$ cat config.mk
export PLATFORM = sky130hd
export DESIGN_NAME = pipe_stage_reg
export DESIGN_NICKNAME = d
export VERILOG_FILES = /design/src/rtl/pipe_stage_reg.sv
export SDC_FILE = /design/constraint.sdc
export NUM_CORES = 1
export LEC_CHECK = 0
export ABC_AREA = 0
export ABC_CLOCK_PERIOD_IN_PS = 13100
export CORE_AREA = 10 10 163 195
export CTS_CLUSTER_DIAMETER = 100
export CTS_CLUSTER_SIZE = 24
export DETAILED_ROUTE_END_ITERATION = 8
export DIE_AREA = 0 0 173 205
export DONT_BUFFER_PORTS = 1
export PLACE_DENSITY = 0.7
export SETUP_SLACK_MARGIN = 0.2
export SLEW_MARGIN = 20
export SYNTH_ARGS = -nofsm -noshare
export SYNTH_HDL_FRONTEND = slang
export SYNTH_SLANG_ARGS = --single-unit
$ cat constraint.sdc
create_clock -name clk -period 13.1 [get_ports clk]
set_clock_uncertainty 0.1 [all_clocks]
set_input_delay 2.62 -clock clk [delete_from_list [all_inputs] [get_ports clk]]
set_output_delay 2.62 -clock clk [all_outputs]
set_load 0.05 [all_outputs]
$ cat src/rtl/pipe_stage_reg.sv
// pipe_stage_reg: pipeline stage register with valid/ready handshake, a two-entry
// (main + skid) buffer, synchronous flush and a saturating stall counter.
// All state updates on the falling edge of clk; reset is asynchronous, active-high.
//
// Ports:
//   clk, reset          stage clock (negedge) and async active-high reset
//   flush               squash both entries at the next falling edge
//   in_valid/in_ready   upstream handshake; in_ready = !skid_valid
//   in_ctrl, in_data    upstream control / data bundles
//   out_valid/out_ready downstream handshake on the main entry
//   out_ctrl, out_data  main-entry bundles; out_ctrl is zero whenever out_valid=0
//   occupancy           number of held entries (0..2)
//   stall_cnt           saturating count of back-pressured edges
module pipe_stage_reg #(
  parameter int unsigned CTRL_W = 10,
  parameter int unsigned DATA_W = 128,
  parameter int unsigned CNT_W  = 16
) (
  input  logic              clk,
  input  logic              reset,
  input  logic              flush,
  input  logic              in_valid,
  output logic              in_ready,
  input  logic [CTRL_W-1:0] in_ctrl,
  input  logic [DATA_W-1:0] in_data,
  output logic              out_valid,
  input  logic              out_ready,
  output logic [CTRL_W-1:0] out_ctrl,
  output logic [DATA_W-1:0] out_data,
  output logic [1:0]        occupancy,
  output logic [CNT_W-1:0]  stall_cnt
);

  logic              main_valid_q, main_valid_d;
  logic [CTRL_W-1:0] main_ctrl_q, main_ctrl_d;
  logic [DATA_W-1:0] main_data_q, main_data_d;
  logic              skid_valid_q, skid_valid_d;
  logic [CTRL_W-1:0] skid_ctrl_q, skid_ctrl_d;
  logic [DATA_W-1:0] skid_data_q, skid_data_d;
  logic [CNT_W-1:0]  stall_cnt_q, stall_cnt_d;

  logic accept;
  logic drain;

  // in_ready depends only on registered state, so no input reaches it combinationally.
  assign in_ready  = ~skid_valid_q;
  assign accept    = in_valid & in_ready;
  assign drain     = main_valid_q & out_ready;

  assign out_valid = main_valid_q;
  assign out_ctrl  = main_ctrl_q;
  assign out_data  = main_data_q;
  assign occupancy = {1'b0, main_valid_q} + {1'b0, skid_valid_q};
  assign stall_cnt = stall_cnt_q;

  always_comb begin
    main_valid_d = main_valid_q;
    main_ctrl_d  = main_ctrl_q;
    main_data_d  = main_data_q;
    skid_valid_d = skid_valid_q;
    skid_ctrl_d  = skid_ctrl_q;
    skid_data_d  = skid_data_q;
    stall_cnt_d  = stall_cnt_q;

    if (flush) begin
      // Data is kept; only valid and control are squashed, and the input is dropped.
      main_valid_d = 1'b0;
      main_ctrl_d  = '0;
      skid_valid_d = 1'b0;
      skid_ctrl_d  = '0;
    end else begin
      if (main_valid_q && !out_ready && (stall_cnt_q != {CNT_W{1'b1}})) begin
        stall_cnt_d = stall_cnt_q + 1'b1;
      end

      if (!main_valid_q || drain) begin
        if (skid_valid_q) begin
          // Older skid entry leaves first; in_ready is low so nothing is accepted.
          main_valid_d = 1'b1;
          main_ctrl_d  = skid_ctrl_q;
          main_data_d  = skid_data_q;
          skid_valid_d = 1'b0;
          skid_ctrl_d  = '0;
        end else if (accept) begin
          main_valid_d = 1'b1;
          main_ctrl_d  = in_ctrl;
          main_data_d  = in_data;
        end else begin
          // Bubble: control zeroed so downstream write enables cannot fire.
          main_valid_d = 1'b0;
          main_ctrl_d  = '0;
        end
      end else if (accept) begin
        skid_valid_d = 1'b1;
        skid_ctrl_d  = in_ctrl;
        skid_data_d  = in_data;
      end
    end
  end

  always_ff @(negedge clk or posedge reset) begin
    if (reset) begin
      main_valid_q <= 1'b0;
      main_ctrl_q  <= '0;
      main_data_q  <= '0;
      skid_valid_q <= 1'b0;
      skid_ctrl_q  <= '0;
      skid_data_q  <= '0;
      stall_cnt_q  <= '0;
    end else begin
      main_valid_q <= main_valid_d;
      main_ctrl_q  <= main_ctrl_d;
      main_data_q  <= main_data_d;
      skid_valid_q <= skid_valid_d;
      skid_ctrl_q  <= skid_ctrl_d;
      skid_data_q  <= skid_data_d;
      stall_cnt_q  <= stall_cnt_d;
    end
  end

  bubble_ctrl_zero: assert property (@(negedge clk) disable iff (reset)
    !out_valid |-> (out_ctrl == '0));

endmodule

# [Yosys cells after proc, flatten, opt, wreduce, memory -nomap -nowiden]
# Index checks and enable logic that the tools add are counted.
[word_totals] reg_bits=294 latchBits=0 mem_bits_rw=0 romBits=0 input_bits=143 elab_cells=45 mem_count=0
[classes] addsub=2 n_mul=0 n_div=0 n_lt_le_gt_ge=0 n_eq_ne=2 shifts=0 muxes=17 n_bitwise=5 n_reduce_logical=12
[ops] operator="128-bit two-way mux" count=2
[ops] operator="10-bit two-way mux" count=8
[ops] operator="16-bit by 1-bit adder with 16-bit output (second input constant)" count=1
[ops] operator="16-bit != test (second input constant)" count=1
[ops] operator="1-bit two-way mux" count=7
[ops] operator="3-bit AND reduction" count=2
[ops] operator="2-bit AND reduction" count=2
[ops] operator="2-bit nonzero test" count=2
[ops] operator="3-bit != test (second input constant)" count=1
[ops] operator="1-bit NOT" count=3
[ops] operator="3-bit nonzero test" count=1
[ops] operator="1-bit by 1-bit adder with 2-bit output" count=1
[ops] operator="1-bit bitwise AND" count=2
[ops] operator="1-bit logical AND" count=2
[ops] operator="1-bit logical NOT" count=2
[ops] operator="1-bit logical OR" count=1

# [Depth between registers and ports, before layout]
[depth] depth_word=6 mapped_depth=7

==> results by group <==
Status
  – Status: finished, final reports clean

Timing
  – Setup TNS: 0 ns
  – Slew headroom: 12.4%
  – Slew @ Worst Pin: 1.31 ns
  – Setup Viol. Count Final: 0
  – Worst Setup Slack, final: 1.80 ns
  – Unrepaired setup endpoints after global routing: no
  – Final slew viol count: 0
  – Final hold slack: 0.324 ns
  – Final hold violations: 0

Layout
  – Area Growth Syn to Fin: 6.11%
  – Antenna cell count: 0
  – Non-filler cells, final: 1343
  – Share of layout cells above drive strength 1: 17.5%
  – Nets@finish: 1108
  – Most frequent cells in the layout: dfrtn_1, nor2_1, a21oi_1
  – Util after Layout: 47.0%
  – Post-route cell area: 13100 sq um
  – Most common cell after layout, fill and taps aside: dfrtn_1

Die
  – Core area: 27800 sq um
  – Cell row count: 67
  – Die Footprint: 35500 sq um
  – Initial Util: 44.3%
  – IO Pins: 301
  – Die height: 205 um
  – Die width: 173 um

Worst setup path
  – Reg2reg start: skid_valid_q
  – Reg-to-reg critical path endpoint: skid_data_q[54]
  – CP endpoint kind: primary output
  – Critical Path End: in_ready
  – Worst Reg-to-Reg Cells: 5
  – Bufs and invs on worst path: 2
  – CP startpoint kind: register
  – Setup crit start: skid_valid_q
  – Worst path max stage delay: 0.61 ns
  – Critical Path RT: 10.38 ns
  – WS Path Type: reg -> out
  – Arrival @ worst endpoint: 8.58 ns
  – Cell depth of the worst setup path: 2
  – Crit path cell chain: buf_4, inv_1
  – CP top delay family: buffers and inverters
  – CP Max Fanout: 48
  – CP max-delay cell: buf_4
  – Reg2Reg Setup Slack: 9.97 ns

Logic synthesis
  – Area fraction of the dominant cell type after synthesis: 59.6%
  – Prevailing post-synth register cell: dfrtn_1
  – Asr flop ratio synth: 100%
  – Synth Instances: 1001
  – Mean Syn Cell Area: 12.3 sq um
  – Mapped Area: 12300 sq um
  – Synth Area in Adders: 0.203%
  – Main combinational cell family by area after synthesis: multiplexers
  – Ys Warns: 0
  – XOR/XNOR Fraction of Synth Area: 1.07%
  – Cell variety after synth: 34
  – Fraction of the mapped netlist area in simple logic gates: 7.98%
  – Post-synth EDFFs: 0
  – Post-synthesis mux area share: 22.2%
  – Post-synthesis compound-gate area fraction: 6.34%
  – Synth area leaders: dfrtn_1, mux2_2, mux2i_1
  – Sequential element share of the synthesized area: 59.6%
  – #FFs+latches synth: 294
  – Synth area leader: dfrtn_1
  – Syn nets: 1146

Run
  – Max_cap viols: 0

Route
  – DR WL/cell: 20.9 um
  – Detail Route Antenna Nets: 0
  – DRC: 0
  – First-pass DRT Iterations: 6
  – DRT iter0 DRCs: 387
  – Vias: 7237
  – Post-DR vias/cell: 5.39
  – Post-Route WL: 28100 um

Clocking
  – Clk_lat worst skew: 0.51 ns
  – # hold bufs at CTS: 0
  – CTS buffer count: 16
  – CTS sink count: 294
  – Worst-path clk slew: 0.07 ns
  – PostCTS Resize Cnt: 0
  – Clock tree buffer depth: 3
  – Clk root buf: clkbuf_16
  – TritonCTS clock tree: yes
  – Post-CTS setup buffer count: 0
  – CTS H-tree depth: 1

Global routing
  – Remaining Overflow, GRT: 0
  – Global-route wire length before repair: 43900 um
  – Largest net degree at the start of global routing: 228
  – Vias in the first global route: 7436
  – GRT Util Overall: 15.2%
  – Initial antenna violation count: 0

Place
  – DP HPWL: 19300 um
  – Post-DP Area: 12600 sq um
  – I/O Buffers: 0
  – Dpl cells: 1324
  – Worst slack, placed: 1.72 ns
  – GP Congestion: 0.801

Power and ir drop
  – Tot Pwr: 2.26 mW
  – P_sw: 793 uW
  – IR drop worst, VDD: 0.129 mV
  – Int Power: 1.47 mW
  – Logic gate share of total power: 10.8%
  – Sequential group share of total power: 65.7%
  – Pwr dens: 173 nW/um^2
  – Switching portion of total power: 35.1%
  – Clk pwr share: 23.4%
  – Leakage: 5.43 nW

Hold path
  – Hold crit path type: reg -> reg
[cells by family after synthesis]
group,Yosys count
flip-flops,294
AND/OR/NAND/NOR,222
adder cells (fa/ha/maj),2
AO/OA/AOI/OAI,142
buffers and inverters,69
multiplexers,257
XOR/XNOR,15
[registers in the layout, indices dropped and copies added, names as in the netlist]
| signal | count |
|---|---|
| skid_ctrl_q | 10 |
| out_valid | 1 |
| out_ctrl | 10 |
| skid_data_q | 128 |
| out_data | 128 |
| stall_cnt | 16 |
| skid_valid_q | 1 |
[synthesized netlist by cell type (12+ instances only)]
cell      instances
nand2_1          27
a21oi_1         129
dfrtn_1         294
xor2_1           14
mux2_2          128
nor3_1           15
buf_2            43
mux2i_1         128
clkbuf_1         12
nor2_1          146
nand3_1          13
[cell type report]
type                       count  area (sq um)
fill                        2534         14700
sequential                   294          7360
multi-input combinational    638          4670
tap                          379           474
clock buffer                  17           425
timing repair buffer          10           125
clock inverter                 2          21.3
inverter                       3          15.0
[how the worst min path moves through the flow]
stage | from | end | slack (ns) | depth (start not counted)
finish | skid_ctrl_q[9] | skid_ctrl_q[9] | 0.32 | 2
CTS | skid_ctrl_q[9] | skid_ctrl_q[9] | 0.32 | 2
global placement | skid_ctrl_q[9] | skid_ctrl_q[9] | 0.32 | 2
global route | skid_ctrl_q[8] | skid_ctrl_q[8] | 0.35 | 2
floorplan | skid_ctrl_q[0] | skid_ctrl_q[0] | 0.30 | 2
detailed placement | skid_ctrl_q[9] | skid_ctrl_q[9] | 0.32 | 2
[worst register-to-register path, cell delays in order, from the launching register on]
cell,delay [ns]
dfrtn_1,0.45
buf_4,0.61
nor2b_1,0.38
nand2_4,0.56
buf_4,0.49
mux2_2,0.40
[layer usage]
metal,vias to the layer above,wire length (um),GRT usage (%)
li1,3397,-,-
met1,3582,10300,16.8
met2,221,14100,26.0
met3,37,3000,6.59
met4,0,677,4.63
met5,-,0,0
[power groups by stage]
stage	Sequential, mW	Clock, mW	Combinational [mW]
floorplan	1.45	0	0.217
global placement	1.50	0	0.236
detailed placement	1.50	0	0.250
CTS	1.49	0.555	0.250
global route	1.51	0.582	0.280
finish	1.48	0.529	0.245
Note: power is estimated with default switching activity, not from simulation.
